File: config.mk
export PLATFORM = sky130hd
export DESIGN_NAME = vgafb_ctlif_mc
export DESIGN_NICKNAME = d
export VERILOG_FILES = /design/src/rtl/vgafb_pkg.sv /design/src/rtl/vgafb_ctlif_layer.sv /design/src/rtl/vgafb_ctlif_mc.sv
export SDC_FILE = /design/constraint.sdc
export NUM_CORES = 1
export LEC_CHECK = 0
export ABC_AREA = 1
export BUFFER_PORTS_ARGS = -buffer_cell sky130_fd_sc_hd__buf_2
export CAP_MARGIN = 20
export CORE_MARGIN = 2
export CORE_UTILIZATION = 40
export DETAILED_ROUTE_END_ITERATION = 8
export PLACE_DENSITY_LB_ADDON = 0.1
export SLEW_MARGIN = 20
export SYNTH_ARGS = -nofsm -noshare
export SYNTH_HDL_FRONTEND = slang
export SYNTH_SLANG_ARGS = --single-unit
File: constraint.sdc
create_clock -name sys_clk -period 21 [get_ports sys_clk]
set_clock_uncertainty 0.05 [all_clocks]
set_input_delay 3.15 -clock sys_clk [delete_from_list [all_inputs] [get_ports sys_clk]]
set_output_delay 3.15 -clock sys_clk [all_outputs]
set_load 0.005 [all_outputs]
File: src/rtl/vgafb_pkg.sv
`default_nettype none
// ============================================================================
// Module      : vgafb_pkg
// Description : Shared register map, default timing and layer-offset encoding
//               for the multi-layer VGA framebuffer control interface.
// Revision    : 1.0 - initial release
// ============================================================================
package vgafb_pkg;

    // Global register indices (csr_a[7:0])
    localparam logic [7:0] REG_CTRL        = 8'd0;
    localparam logic [7:0] REG_STATUS      = 8'd1;
    localparam logic [7:0] REG_HRES        = 8'd2;
    localparam logic [7:0] REG_HSYNC_START = 8'd3;
    localparam logic [7:0] REG_HSYNC_END   = 8'd4;
    localparam logic [7:0] REG_HSCAN       = 8'd5;
    localparam logic [7:0] REG_VRES        = 8'd6;
    localparam logic [7:0] REG_VSYNC_START = 8'd7;
    localparam logic [7:0] REG_VSYNC_END   = 8'd8;
    localparam logic [7:0] REG_VSCAN       = 8'd9;
    localparam logic [7:0] REG_COMMIT      = 8'd10;
    localparam logic [7:0] REG_CLKSEL      = 8'd11;

    // Per-layer register window
    localparam int LAYER_BASE   = 16;
    localparam int LAYER_STRIDE = 4;

    // Timing register file: hres..vscan in index order
    localparam int NUM_TIMING = 8;

    localparam int DEF_HRES        = 640;
    localparam int DEF_HSYNC_START = 656;
    localparam int DEF_HSYNC_END   = 752;
    localparam int DEF_HSCAN       = 799;
    localparam int DEF_VRES        = 480;
    localparam int DEF_VSYNC_START = 491;
    localparam int DEF_VSYNC_END   = 493;
    localparam int DEF_VSCAN       = 523;

    localparam logic [17:0] NBURSTS_DEFAULT = 18'd19200;

    // Offsets inside one layer's four-register window
    typedef enum logic [1:0] {
        LOFS_BASE     = 2'd0,
        LOFS_BASE_ACT = 2'd1,
        LOFS_NBURSTS  = 2'd2,
        LOFS_ENABLE   = 2'd3
    } layer_ofs_e;

    // Reset value of timing register k (0 = hres ... 7 = vscan)
    function automatic int timing_default(input int k);
        case (k)
            0:       return DEF_HRES;
            1:       return DEF_HSYNC_START;
            2:       return DEF_HSYNC_END;
            3:       return DEF_HSCAN;
            4:       return DEF_VRES;
            5:       return DEF_VSYNC_START;
            6:       return DEF_VSYNC_END;
            default: return DEF_VSCAN;
        endcase
    endfunction

endpackage
`default_nettype wire

File: src/rtl/vgafb_ctlif_layer.sv
`default_nettype none
// ============================================================================
// Module      : vgafb_ctlif_layer
// Description : One framebuffer layer: requested/active DMA base address with
//               ack tracking, burst count, enable bit and the read mux for the
//               layer's four register offsets.
// Revision    : 1.0 - initial release
// ============================================================================
module vgafb_ctlif_layer
    import vgafb_pkg::*;
#(
    parameter int fml_depth  = 26,
    parameter bit is_primary = 1'b0
) (
    input  logic                 clk,
    input  logic                 rst,
    input  logic                 we,
    input  logic [1:0]           ofs,
    input  logic [31:0]          di,
    input  logic                 ack,
    output logic [31:0]          rdata,
    output logic [fml_depth-1:0] baseaddress,
    output logic                 addr_pend,
    output logic [17:0]          nbursts,
    output logic                 layer_en
);

    logic [fml_depth-1:0] baseaddress_act;
    logic                 unused_di;

    assign unused_di = ^di;

    // Register writes and ack handling; a write on the ack cycle keeps the
    // address pending and the ack captures the address from before the write
    always_ff @(posedge clk or posedge rst) begin
        if (rst) begin
            baseaddress     <= '0;
            baseaddress_act <= '0;
            addr_pend       <= 1'b0;
            nbursts         <= is_primary ? NBURSTS_DEFAULT : 18'd0;
            layer_en        <= is_primary;
        end else begin
            if (ack) begin
                baseaddress_act <= baseaddress;
                addr_pend       <= 1'b0;
            end
            if (we) begin
                case (layer_ofs_e'(ofs))
                    LOFS_BASE: begin
                        baseaddress <= di[fml_depth-1:0];
                        addr_pend   <= 1'b1;
                    end
                    LOFS_NBURSTS: nbursts  <= di[17:0];
                    LOFS_ENABLE:  layer_en <= di[0];
                    default: ;
                endcase
            end
        end
    end

    // Read mux for this layer's window
    always_comb begin
        rdata = '0;
        case (layer_ofs_e'(ofs))
            LOFS_BASE:     rdata = 32'(baseaddress);
            LOFS_BASE_ACT: rdata = 32'(baseaddress_act);
            LOFS_NBURSTS:  rdata = 32'(nbursts);
            LOFS_ENABLE:   rdata = {31'd0, layer_en};
            default: ;
        endcase
    end

endmodule
`default_nettype wire

File: src/rtl/vgafb_ctlif_mc.sv
`default_nettype none
// ============================================================================
// Module      : vgafb_ctlif_mc
// Description : CSR control interface for the multi-layer VGA framebuffer.
//               Shadow timing bank with frame-synchronous atomic commit,
//               per-layer DMA control and a maskable frame interrupt.
// Revision    : 1.0 - initial release
// ============================================================================
module vgafb_ctlif_mc
    import vgafb_pkg::*;
#(
    parameter logic [3:0] csr_addr  = 4'h0,
    parameter int         fml_depth = 26,
    parameter int         nlayers   = 2,
    parameter int         tw        = 11
) (
    input  logic                         sys_clk,
    input  logic                         sys_rst,
    input  logic [13:0]                  csr_a,
    input  logic                         csr_we,
    input  logic [31:0]                  csr_di,
    output logic [31:0]                  csr_do,
    output logic                         irq,
    input  logic                         frame_start,
    output logic                         vga_rst,
    output logic [tw-1:0]                hres,
    output logic [tw-1:0]                hsync_start,
    output logic [tw-1:0]                hsync_end,
    output logic [tw-1:0]                hscan,
    output logic [tw-1:0]                vres,
    output logic [tw-1:0]                vsync_start,
    output logic [tw-1:0]                vsync_end,
    output logic [tw-1:0]                vscan,
    output logic [nlayers*fml_depth-1:0] baseaddress,
    input  logic [nlayers-1:0]           baseaddress_ack,
    output logic [nlayers*18-1:0]        nbursts,
    output logic [nlayers-1:0]           layer_en,
    output logic [1:0]                   vga_clk_sel
);

    logic          bank_sel;
    logic [7:0]    idx;
    logic          csr_wr;
    logic          irq_en;
    logic          frame_pend;
    logic          commit_armed;
    logic          commit_now;
    logic [31:0]   rd_mux;
    logic          unused_addr;

    logic [tw-1:0] shadow [NUM_TIMING];
    logic [tw-1:0] active [NUM_TIMING];

    logic [nlayers-1:0] layer_hit;
    logic [nlayers-1:0] addr_pend;
    logic [31:0]        layer_rdata [nlayers];

    assign bank_sel    = (csr_a[13:10] == csr_addr);
    assign idx         = csr_a[7:0];
    assign csr_wr      = bank_sel & csr_we;
    assign unused_addr = ^csr_a[9:8];

    // A commit only happens on a frame boundary while the core runs
    assign commit_now = ~vga_rst & frame_start & commit_armed;
    assign irq        = frame_pend & irq_en;

    // Global control, interrupt pending, commit arming and clock select
    always_ff @(posedge sys_clk or posedge sys_rst) begin
        if (sys_rst) begin
            vga_rst      <= 1'b1;
            irq_en       <= 1'b0;
            frame_pend   <= 1'b0;
            commit_armed <= 1'b0;
            vga_clk_sel  <= 2'd0;
        end else begin
            if (csr_wr && idx == REG_CTRL) begin
                vga_rst <= csr_di[0];
                irq_en  <= csr_di[1];
            end
            // frame_start is placed after the W1C so a coincident set wins
            if (csr_wr && idx == REG_STATUS && csr_di[0])
                frame_pend <= 1'b0;
            if (frame_start)
                frame_pend <= 1'b1;
            // A COMMIT write on the commit edge re-arms for the next frame
            if (commit_now)
                commit_armed <= 1'b0;
            if (csr_wr && idx == REG_COMMIT && csr_di[0])
                commit_armed <= 1'b1;
            if (csr_wr && idx == REG_CLKSEL)
                vga_clk_sel <= csr_di[1:0];
        end
    end

    // Shadow timing bank and its copy into the active set; the copy always
    // sees the shadow value from before any same-cycle shadow write
    always_ff @(posedge sys_clk or posedge sys_rst) begin
        if (sys_rst) begin
            for (int k = 0; k < NUM_TIMING; k++) begin
                shadow[k] <= tw'(timing_default(k));
                active[k] <= tw'(timing_default(k));
            end
        end else begin
            if (vga_rst || commit_now) begin
                for (int k = 0; k < NUM_TIMING; k++)
                    active[k] <= shadow[k];
            end
            if (csr_wr && idx >= REG_HRES && idx <= REG_VSCAN)
                shadow[3'(idx - REG_HRES)] <= csr_di[tw-1:0];
        end
    end

    assign hres        = active[0];
    assign hsync_start = active[1];
    assign hsync_end   = active[2];
    assign hscan       = active[3];
    assign vres        = active[4];
    assign vsync_start = active[5];
    assign vsync_end   = active[6];
    assign vscan       = active[7];

    generate
        for (genvar i = 0; i < nlayers; i++) begin : g_layer
            assign layer_hit[i] = (idx[7:2] == 6'((LAYER_BASE / LAYER_STRIDE) + i));

            vgafb_ctlif_layer #(
                .fml_depth  (fml_depth),
                .is_primary (i == 0)
            ) u_layer (
                .clk         (sys_clk),
                .rst         (sys_rst),
                .we          (csr_wr & layer_hit[i]),
                .ofs         (idx[1:0]),
                .di          (csr_di),
                .ack         (baseaddress_ack[i]),
                .rdata       (layer_rdata[i]),
                .baseaddress (baseaddress[i*fml_depth +: fml_depth]),
                .addr_pend   (addr_pend[i]),
                .nbursts     (nbursts[i*18 +: 18]),
                .layer_en    (layer_en[i])
            );
        end
    endgenerate

    // Register read mux; unmapped indices read as zero
    always_comb begin
        rd_mux = '0;
        case (idx)
            REG_CTRL:   rd_mux = {30'd0, irq_en, vga_rst};
            REG_STATUS: begin
                rd_mux[0] = frame_pend;
                for (int i = 0; i < nlayers; i++)
                    rd_mux[8 + i] = addr_pend[i];
            end
            REG_HRES, REG_HSYNC_START, REG_HSYNC_END, REG_HSCAN,
            REG_VRES, REG_VSYNC_START, REG_VSYNC_END, REG_VSCAN:
                rd_mux = 32'(shadow[3'(idx - REG_HRES)]);
            REG_COMMIT: rd_mux = {31'd0, commit_armed};
            REG_CLKSEL: rd_mux = {30'd0, vga_clk_sel};
            default: ;
        endcase
        for (int i = 0; i < nlayers; i++)
            if (layer_hit[i])
                rd_mux = layer_rdata[i];
    end

    // Registered read data, zero when another bank is addressed
    always_ff @(posedge sys_clk or posedge sys_rst) begin
        if (sys_rst)
            csr_do <= '0;
        else
            csr_do <= bank_sel ? rd_mux : 32'd0;
    end

endmodule
`default_nettype wire

==> out/summary.txt <==
Status = finished clean
Post-synth EDFFs = 0
Number of global-route vias before repair = 11600
Sw frac = 24.1%
Final hold violation count = 0
CTS clk-pin slew, worst paths = 0.05 ns
Setup TNS = 0 ns
Synth Instances = 1673
Synth Register Bits = 352
Reg2reg path depth = 3
Tcrit/Tclk final = 26.3%
GPL Wtd Cong = 0.815
Yosys top cell by area = dfrtp_1
Leak pwr = 0.00905 uW
ANT cells = 0
Main synth FF type = dfrtp_1
Largest net degree at the start of global routing = 142
Layout cell share with drive strength beyond 1 = 27.7%
Main combinational cell family by area after synthesis = simple AND/OR/NAND/NOR gates
Pwr dens = 81.6 nW/um^2
Top post-synthesis cells by area = dfrtp_1 (44%), dfstp_2 (14%), nand2_1 (9.8%)
Fmax = 181 MHz
Worst-path fanout max = 45
DIE HEIGHT = 200 um
Hold slack = 0.424 ns
CP startpoint kind = primary input
Clock Path Buffers = 3
Tightest Pin Transition = 1.00 ns
Max-slew violation count = 0
Seq/Total Area, Yosys = 58.0%
Antenna violations before repair = 0
Post-synthesis compound-gate area fraction = 12.6%
WP data required = 21.38 ns
First-pass GRT wire length = 70200 um
Worst-Skew Late Latency = 0.56 ns
Starting Density = 40.7%
Yosys warns = 0
Multiplexer area fraction after synthesis = 5.43%
FF-to-FF Start = vga_rst
Via density = 4.95
Worst EP arrival = 5.91 ns
Most frequent cells after synthesis = nand2_1 (401), dfrtp_1 (268), nor2_1 (148)
Simple-Gate Fraction of Synth Area = 16.6%
Antenna Violating Nets Remaining = 0
Io pins = 266
CP endpoint = g_layer[1].u_layer.baseaddress[16]
Post-cts sizing count = 0
Area grow syn2layout = 18.5%
Worst setup path start = csr_a[11]
Initial DRC count = 765
Clk pwr share = 47.2%
Total CTS buffers = 41
XOR/XNOR Fraction of Synth Area = 0%
Area of the die = 40000 um^2
H-tree Lvls = 2
Placed wire-length estimate = 30000 um
Gate power share = 6.0%
Unrepaired setup endpoints after global routing = no
Site row count = 71
Placed cell area = 16900 um^2
DR pass1 iterations = 5
Port Buffers = 251
R2R Path End = hsync_start[2]
WL per Instance = 19.0 um
Gr ovfl total = 0
Fin crit period = 5.53 ns
Final setup fails = 0
Post-Syn Area = 15400 um^2
Worst Path Class, Setup = in2reg
WL final = 46000 um
Fraction of registers with async set/reset = 100%
Adder-cell share of the synthesized area = 0.326%
Hold Crit Class = reg2reg
R2R setup slack = 18.55 ns
Overall Global Routing Usage = 23.4%
Post-CTS setup buffer count = 0
CORE AREA = 37800 um^2
Hold-fix buffers, CTS = 0
Die X = 200 um
Clock root cell = clkbuf_16
Clock sink count = 352
Reg power frac = 46.9%
Maximum VDD drop = 0.0492 mV
CTS tree = yes
Final Instance Area = 18200 um^2
Synth cell types = 38
Nets = 1935
Setup crit end kind = register
Maximum Capacitance Violations = 0
Via count = 12000
Net Switching = 358 uW
Post-synth top area share = 43.7%
Most common cell in the netlist = nand2_1
Rel. slew slack = 33.2%
Int Pwr = 1130 uW
Syn avg cell area = 9.18 um^2
Drt drc = 0
==> state kept, by name, summed over array words and instances, names as in the netlist, 2 cells and up <==
signal,cells
csr_do,26
g_layer.u_layer.baseaddress_act,52
vga_clk_sel,2
vres,11
hres,11
vsync_start,11
vsync_end,11
shadow,88
g_layer.u_layer.layer_en,2
hsync_start,11
g_layer.u_layer.addr_pend,2
hscan,11
g_layer.u_layer.baseaddress,52
g_layer.u_layer.nbursts,36
hsync_end,11
vscan,11
==> how the worst min path moves through the flow <==
stage,startpoint,end,slack (ns),cells after the start
CTS,shadow[44],shadow[44],0.43,2
global route,shadow[38],shadow[38],0.44,2
global placement,shadow[11],shadow[11],0.41,2
finish,shadow[11],shadow[11],0.42,2
floorplan,shadow[41],shadow[41],0.40,2
detailed placement,shadow[44],shadow[44],0.42,2
==> worst max-delay path, cell delays in order <==
cell	delay [ns]
buf_2	0.09
nor2_1	0.09
nand3_1	0.52
nor2_4	0.50
inv_2	0.08
nor2_4	0.36
nand2_2	0.65
o21ai_0	0.42
==> per-layer routing <==
layer	routed length [um]	up-vias	global-route usage [%]
li1	-	5793	-
met1	21200	5845	32.9
met2	21000	301	36.9
met3	2750	54	4.67
met4	949	0	6.91
met5	0	-	0
==> power by group through the flow <==
stage	Clock (uW)	Combinational, uW	Sequential [uW]
after global routing	743	100	697
final	701	88.7	696
after CTS	717	89.9	697
after global placement	0	88.9	708
after floorplan	0	53.4	707
after detailed placement	0	89.5	708
==> metrics by stage <==
stage          cells  power (uW)  worst slack (ns)  utilization (%)
6_report        2422        1490             15.47             48.2
5_1_grt         2422        1540             15.25             48.2
4_1_cts         2421        1500             15.43             48.1
3_5_place_dp    2346         798             14.85             44.7
3_3_place_gp    2346         797             14.92             44.7
2_1_floorplan   1678         760              8.18                -
==> placed cells by master (no fill, tap or decap), types with 2 or more instances in the layout <==
cell         n
nand2_1    400
dfrtp_1    268
buf_2      251
nor2_1     148
o21ai_0    146
inv_1      143
o21ai_1    103
dfstp_2     84
mux2_2      74
a21oi_1     65
clkbuf_16   43
nand3_1     41
o22ai_1     19
clkbuf_1    15
nand2_2     10
o21ai_2     10
o211ai_1    10
nor2_4       9
buf_4        8
inv_2        7
or2_2        7
clkinv_2     7
clkbuf_8     7
conb_1       6
a22oi_1      4
ha_1         4
o221ai_1     3
clkinv_1     2
nand2_4      2
a31oi_1      2
nand4_2      2
==> logic make-up (layout without fill, tap and decap cells) <==
logic type,count (synthesis),count (layout)
AOI/OAI and AO/OA,363,363
adders and majority gates,4,4
buffers and inverters,256,489
DFF,352,352
muxes,74,74
other,1,6
and+or+nand+nor,623,623
==> final cells by class <==
class	count	area, um^2
sequential	352	8910
fill	3671	19600
inverter	154	588
clock buffer	65	1230
clock inverter	10	81.3
tap	511	639
timing repair buffer	260	1340
multi-input combinational	1070	5400
No activity file was read; power rests on OpenSTA's default activity.
